## config.mk

```make
export PLATFORM = sky130hd
export DESIGN_NAME = ysyx_220053_decode_stage
export DESIGN_NICKNAME = d
export VERILOG_FILES = /design/src/rtl/ysyx_220053_decode_stage.sv
export SDC_FILE = /design/constraint.sdc
export NUM_CORES = 1
export LEC_CHECK = 0
export ABC_AREA = 1
export CAP_MARGIN = 20
export CORE_ASPECT_RATIO = 1.2
export CORE_MARGIN = 3
export CORE_UTILIZATION = 46
export CTS_CLUSTER_SIZE = 24
export DETAILED_ROUTE_END_ITERATION = 8
export GPL_TIMING_DRIVEN = 0
export MAX_ROUTING_LAYER = met4
export PLACE_DENSITY = 0.76
export SYNTH_ARGS = -nofsm -noshare
export SYNTH_HDL_FRONTEND = slang
export SYNTH_SLANG_ARGS = --single-unit
export TNS_END_PERCENT = 20
```

## constraint.sdc

```tcl
create_clock -name clk -period 1.7 [get_ports clk]
set_clock_uncertainty 0.1 [all_clocks]
set_input_delay 0.34 -clock clk [delete_from_list [all_inputs] [get_ports clk]]
set_output_delay 0.34 -clock clk [all_outputs]
set_load 0.03 [all_outputs]
```

## src/rtl/ysyx_220053_decode_stage.sv

```systemverilog
`default_nettype none
// ============================================================================
// Module   : ysyx_220053_decode_stage
// Brief    : RV32I/RV64I decode stage with output + skid buffering and ebreak halt.
// Revision : 1.0
// ============================================================================
module ysyx_220053_decode_stage #(
   parameter int XLEN    = 64,
   parameter bit RV64_EN = 1'b1
) (
   input  logic            clk,
   input  logic            rst,
   input  logic            in_valid,
   output logic            in_ready,
   input  logic [31:0]     in_instr,
   input  logic [XLEN-1:0] in_pc,
   output logic            out_valid,
   input  logic            out_ready,
   output logic [XLEN-1:0] out_pc,
   output logic [6:0]      op,
   output logic [4:0]      rd,
   output logic [4:0]      rs1,
   output logic [4:0]      rs2,
   output logic [2:0]      func3,
   output logic [6:0]      func7,
   output logic [XLEN-1:0] imm,
   output logic [2:0]      imm_type,
   output logic            wen,
   output logic            illegal,
   output logic            trap,
   output logic            halted
);
   localparam logic [2:0] IMM_NONE = 3'd0;
   localparam logic [2:0] IMM_I    = 3'd1;
   localparam logic [2:0] IMM_S    = 3'd2;
   localparam logic [2:0] IMM_B    = 3'd3;
   localparam logic [2:0] IMM_U    = 3'd4;
   localparam logic [2:0] IMM_J    = 3'd5;

   typedef struct packed {
      logic [XLEN-1:0] pc;
      logic [31:0]     instr;
      logic [XLEN-1:0] imm;
      logic [2:0]      imm_type;
      logic            wen;
      logic            illegal;
      logic            ebreak;
   } bundle_t;

   typedef enum logic [1:0] {
      ST_RUN   = 2'd0,
      ST_DRAIN = 2'd1,
      ST_HALT  = 2'd2
   } state_e;

   state_e      state_q, state_d;
   bundle_t     out_q, out_d, skid_q, skid_d, dec;
   logic        out_valid_q, out_valid_d;
   logic        skid_valid_q, skid_valid_d;
   logic        trap_q, trap_d;
   logic        accept, handoff, is_ebreak, is_ecall;
   logic [63:0] imm_i, imm_s, imm_b, imm_u, imm_j, imm_sel;

   // in_ready depends only on registered state, never on out_ready.
   assign in_ready  = (state_q == ST_RUN) & ~skid_valid_q;
   assign accept    = in_valid & in_ready;
   assign handoff   = out_valid_q & out_ready;
   assign is_ebreak = (in_instr == 32'h0010_0073);
   assign is_ecall  = (in_instr == 32'h0000_0073);

   // Immediates are built at 64 bits and truncated so XLEN=32 needs no special case.
   assign imm_i = {{52{in_instr[31]}}, in_instr[31:20]};
   assign imm_s = {{52{in_instr[31]}}, in_instr[31:25], in_instr[11:7]};
   assign imm_b = {{51{in_instr[31]}}, in_instr[31], in_instr[7], in_instr[30:25],
                   in_instr[11:8], 1'b0};
   assign imm_u = {{32{in_instr[31]}}, in_instr[31:12], 12'b0};
   assign imm_j = {{43{in_instr[31]}}, in_instr[31], in_instr[19:12], in_instr[20],
                   in_instr[30:21], 1'b0};

   always_comb begin
      dec          = '0;
      imm_sel      = '0;
      dec.pc       = in_pc;
      dec.instr    = in_instr;
      dec.imm_type = IMM_NONE;
      dec.wen      = 1'b0;
      dec.illegal  = 1'b0;
      dec.ebreak   = 1'b0;
      case (in_instr[6:0])
         7'h37, 7'h17:        begin dec.imm_type = IMM_U; dec.wen = 1'b1; end
         7'h6F:               begin dec.imm_type = IMM_J; dec.wen = 1'b1; end
         7'h67, 7'h03, 7'h13: begin dec.imm_type = IMM_I; dec.wen = 1'b1; end
         7'h63:               dec.imm_type = IMM_B;
         7'h23:               dec.imm_type = IMM_S;
         7'h33:               dec.wen = 1'b1;
         7'h1B: begin
            if (RV64_EN) begin
               dec.imm_type = IMM_I;
               dec.wen      = 1'b1;
            end else begin
               dec.illegal  = 1'b1;
            end
         end
         7'h3B: begin
            if (RV64_EN) dec.wen = 1'b1;
            else         dec.illegal = 1'b1;
         end
         7'h73: begin
            dec.imm_type = IMM_I;
            dec.ebreak   = is_ebreak;
            dec.illegal  = ~(is_ebreak | is_ecall);
         end
         default:             dec.illegal = 1'b1;
      endcase
      if (in_instr[11:7] == 5'd0) dec.wen = 1'b0;
      case (dec.imm_type)
         IMM_I:   imm_sel = imm_i;
         IMM_S:   imm_sel = imm_s;
         IMM_B:   imm_sel = imm_b;
         IMM_U:   imm_sel = imm_u;
         IMM_J:   imm_sel = imm_j;
         default: imm_sel = '0;
      endcase
      dec.imm = imm_sel[XLEN-1:0];
   end

   // Output register refills from the skid first so words leave in arrival order.
   always_comb begin
      out_d        = out_q;
      out_valid_d  = out_valid_q;
      skid_d       = skid_q;
      skid_valid_d = skid_valid_q;
      if (!out_valid_q || handoff) begin
         if (skid_valid_q) begin
            out_d        = skid_q;
            out_valid_d  = 1'b1;
            skid_valid_d = accept;
            if (accept) skid_d = dec;
         end else begin
            out_valid_d = accept;
            if (accept) out_d = dec;
         end
      end else if (accept) begin
         skid_d       = dec;
         skid_valid_d = 1'b1;
      end
   end

   always_comb begin
      state_d = state_q;
      trap_d  = 1'b0;
      case (state_q)
         ST_RUN:   if (accept && dec.ebreak) state_d = ST_DRAIN;
         ST_DRAIN: begin
            if (handoff && out_q.ebreak) begin
               state_d = ST_HALT;
               trap_d  = 1'b1;
            end
         end
         default:  state_d = ST_HALT;
      endcase
   end

   always_ff @(posedge clk) begin
      if (rst) begin
         state_q      <= ST_RUN;
         out_q        <= '0;
         out_valid_q  <= 1'b0;
         skid_q       <= '0;
         skid_valid_q <= 1'b0;
         trap_q       <= 1'b0;
      end else begin
         state_q      <= state_d;
         out_q        <= out_d;
         out_valid_q  <= out_valid_d;
         skid_q       <= skid_d;
         skid_valid_q <= skid_valid_d;
         trap_q       <= trap_d;
      end
   end

   assign out_valid = out_valid_q;
   assign out_pc    = out_q.pc;
   assign op        = out_q.instr[6:0];
   assign rd        = out_q.instr[11:7];
   assign func3     = out_q.instr[14:12];
   assign rs1       = out_q.instr[19:15];
   assign rs2       = out_q.instr[24:20];
   assign func7     = out_q.instr[31:25];
   assign imm       = out_q.imm;
   assign imm_type  = out_q.imm_type;
   assign wen       = out_q.wen;
   assign illegal   = out_q.illegal;
   assign trap      = trap_q;
   assign halted    = (state_q == ST_HALT);
endmodule
`default_nettype wire

```

==> impl_metrics.ini <==
[logic_synthesis]
ys_types = 28
synth_seq_cells = 273
synth_compound_area_share_pct = 18.3
synth_top_family_by_area = simple AND/OR/NAND/NOR gates
synth-adder-area-share_pct = 0
synth_xor_area_share_pct = 0
yosysTopAreaCellShare_pct = 43.1
syn_area_per_cell_um2 = 7.24
syn_inst = 1752
synth_top_cell_by_area = dfxtp_1
syn-cell-area_um2 = 12700
synth_warnings = 0
synthSimpleGateAreaFrac_pct = 22.1
netlist_top_cells_area = dfxtp_1 43%, buf_4 10%, nand2_1 9.2%
synth-seq-area-share_pct = 43.1
syn_nets = 1852
synthMuxAreaShare_pct = 0

[min_path]
hp-class = input port to register
hp-start = in_instr[4]
hold_depth = 3
holdPathEnd = op[4]

[finish]
area_growth_pct = 45.1
multiInputGateArea_um2 = 5650
nets = 2201
final_cell_mix = 311 x buf_4, 300 x nand2_1, 268 x dfxtp_1
seq_area_um2 = 5480
fillers = 2172
layout.cells.most_common = buf_4
drive_gt1_share_pct = 31.4

[outcome]
status = finished, violations left
violations = negative setup slack

[sta]
rsz0062_at_grt = true
setup_violations = 230
final.period_utilization_pct = 108
drv_slew = 0
finalHoldViolCount = 0
post-route-min-period_ps = 1840
hold_ws_ps = 164
fin_ws_ps = -143
worst_pin_slew_ps = 803
slew_headroom_pct = 46.0
timing.fmax_mhz = 543

[clock_tree]
tritoncts = yes
clkTransAtPathRegs_ps = 60
ctsLongestPathBuffers = 3
htreeDepth = 1
clk_latency_ps = 560
hold_buffers = 0
cts_buffers = 27
clock-root-buffer = clkbuf_16
clock-sinks = 273

[route]
drtIter0Drc = 1086
ant_nets = 0
viasPerCell = 5.47
drt-pass1-iter-count = 6
drcViolationCount = 0
num_vias = 13400
routed_wl_mm = 43.9
wl_per_cell_um = 17.9

[setup_path]
start_kind = input port
path_buf_inv = 2
critPathTopFamily = simple AND/OR/NAND/NOR gates
r2r_cells = 12
crit_required_ps = 2080
path_class = input port to register
arrival_ps = 2230
regToRegStartpoint = state_q[0]
crit_chain = clkdlybuf4s50_1, inv_1, nand4_1, nor2_1, nor3b_1, nand3_1, a21oi_2
cp_slowest_cell = clkdlybuf4s50_1
r2r-end = out_pc[30]
crit_fanout = 3
endpoint_kind = register
crit_path_max_incr_delay_ps = 520
rrSetupSlack_ps = -140

[placed_design]
gp_congestion = 0.951
detailedPlace.worstSlack_ps = -916
io_buffers = 267
post-dp-hpwl_mm = 29.2

[floorplanning]
start_util_pct = 47.4
coreArea_um2 = 26800
core.rowCount = 65
die_area_um2 = 29600
ios = 269
die_w_um = 158
die_y_um = 188

[job]
drv_cap = 0

[power]
cellPowerDensity_nw_per_um2 = 890
peakVddDrop_mv = 0.830
leakage_nw = 8.54

[grt]
grt_pass1_vias = 12600
grt_overflow = 0
grt_max_degree = 18
antenna_found_initial = 1
grt_usage_pct = 27.7
grt_pass1_wl_mm = 65.1
-- where the power goes --
group / switching, mW / internal [mW]
sequential: 0.240 / 6.78
clock: 2.53 / 3.37
combinational: 1.85 / 1.60
-- how the worst max path moves through the flow --
stage	start	endpoint	slack (ps)	cells after the start
2_1_floorplan	state_q[1]	func7[6]	-0.6	10
3_3_place_gp	in_instr[2]	imm[22]	-890	10
3_5_place_dp	in_instr[2]	imm[22]	-920	10
4_1_cts	skid_valid_q	in_ready	-90	3
5_1_grt	in_instr[10]	out_q[0]	-200	6
6_report	in_instr[29]	out_q[0]	-140	7
-- registers in the layout, indices dropped and copies added (netlist names) --
register / flops
skid_q: 134
out_pc: 64
imm: 32
func7: 7
op: 7
rd: 5
rs1: 5
rs2: 5
func3: 3
imm_type: 3
state_q: 2
illegal: 1
out_q: 1
out_valid: 1
skid_valid_q: 1
trap: 1
wen: 1
-- logic make-up (layout without fill, tap and decap cells) --
kind of cell / Yosys count / after routing
flip-flops: 273 / 273
buffers and inverters: 368 / 735
AO/OA/AOI/OAI: 424 / 424
other: 0 / 1
AND/OR/NAND/NOR: 687 / 687
-- synthesized netlist by cell type --
cell type / n
nand4_4: 1
buf_6: 2
nand3_1: 95
a31oi_1: 91
o21ai_1: 1
nand2_2: 6
inv_1: 67
nand2_1: 310
o21ai_0: 209
a21oi_1: 89
nor3b_1: 1
o22ai_1: 1
buf_4: 174
nor2_4: 2
nor3_2: 1
nor3_1: 6
a211oi_1: 6
nor2_2: 5
nor4_1: 1
buf_1: 4
nand4_1: 7
o211ai_1: 27
buf_2: 35
clkbuf_1: 78
dfxtp_1: 273
nand3_2: 1
nor2_1: 251
inv_2: 8
-- worst register-to-register path, cell delays in order, from the launching register on --
cell	delay, ps
dfxtp_4	350
inv_2	50
nand2_2	50
nor2_4	160
nand2_4	110
inv_4	80
o21ai_4	70
inv_4	110
buf_12	150
clkbuf_16	160
clkbuf_16	140
o21ai_0	70
a31oi_1	160
-- cell type report --
cell class,instances,area share (%)
repair buffers,322,17.9
multi-input cells,1111,30.7
well taps,335,2.28
flip-flops and latches,273,29.8
clock inverters,6,0.333
clock buffers,41,4.34
plain buffers,291,13.1
inverters,75,1.58
diodes,1,0.0136
-- what timing repair did --
item | CTS | global route
gates resized for setup | 814 | 361
pin swaps | 7 | 14
endpoints found under the setup margin | 437 | 336
gates cloned | 5 | 22
setup buffers | 19 | 11
-- per-stage QoR --
stage	setup TNS (ps)	instances	utilization (%)	power, mW	cell area [µm²]
2_1_floorplan	-25.4	1752	-	8.81	12700
3_3_place_gp	-194560	2354	59.0	9.98	15800
3_5_place_dp	-199560	2354	59.0	10.0	15800
4_1_cts	-7340	2424	64.2	15.9	17200
5_1_grt	-25100	2455	68.7	16.9	18400
6_report	-12800	2455	68.7	16.4	18400
-- metal layers --
metal / share of wire, % / GRT usage, % / vias to the layer above
li1: - / - / 6335
met5: 0 / - / -
met3: 9.4 / 6.37 / 114
met4: 3.7 / 8.65 / 0
met2: 49 / 46.5 / 706
met1: 38 / 32.9 / 6277
(Power assumes the default switching activity.)
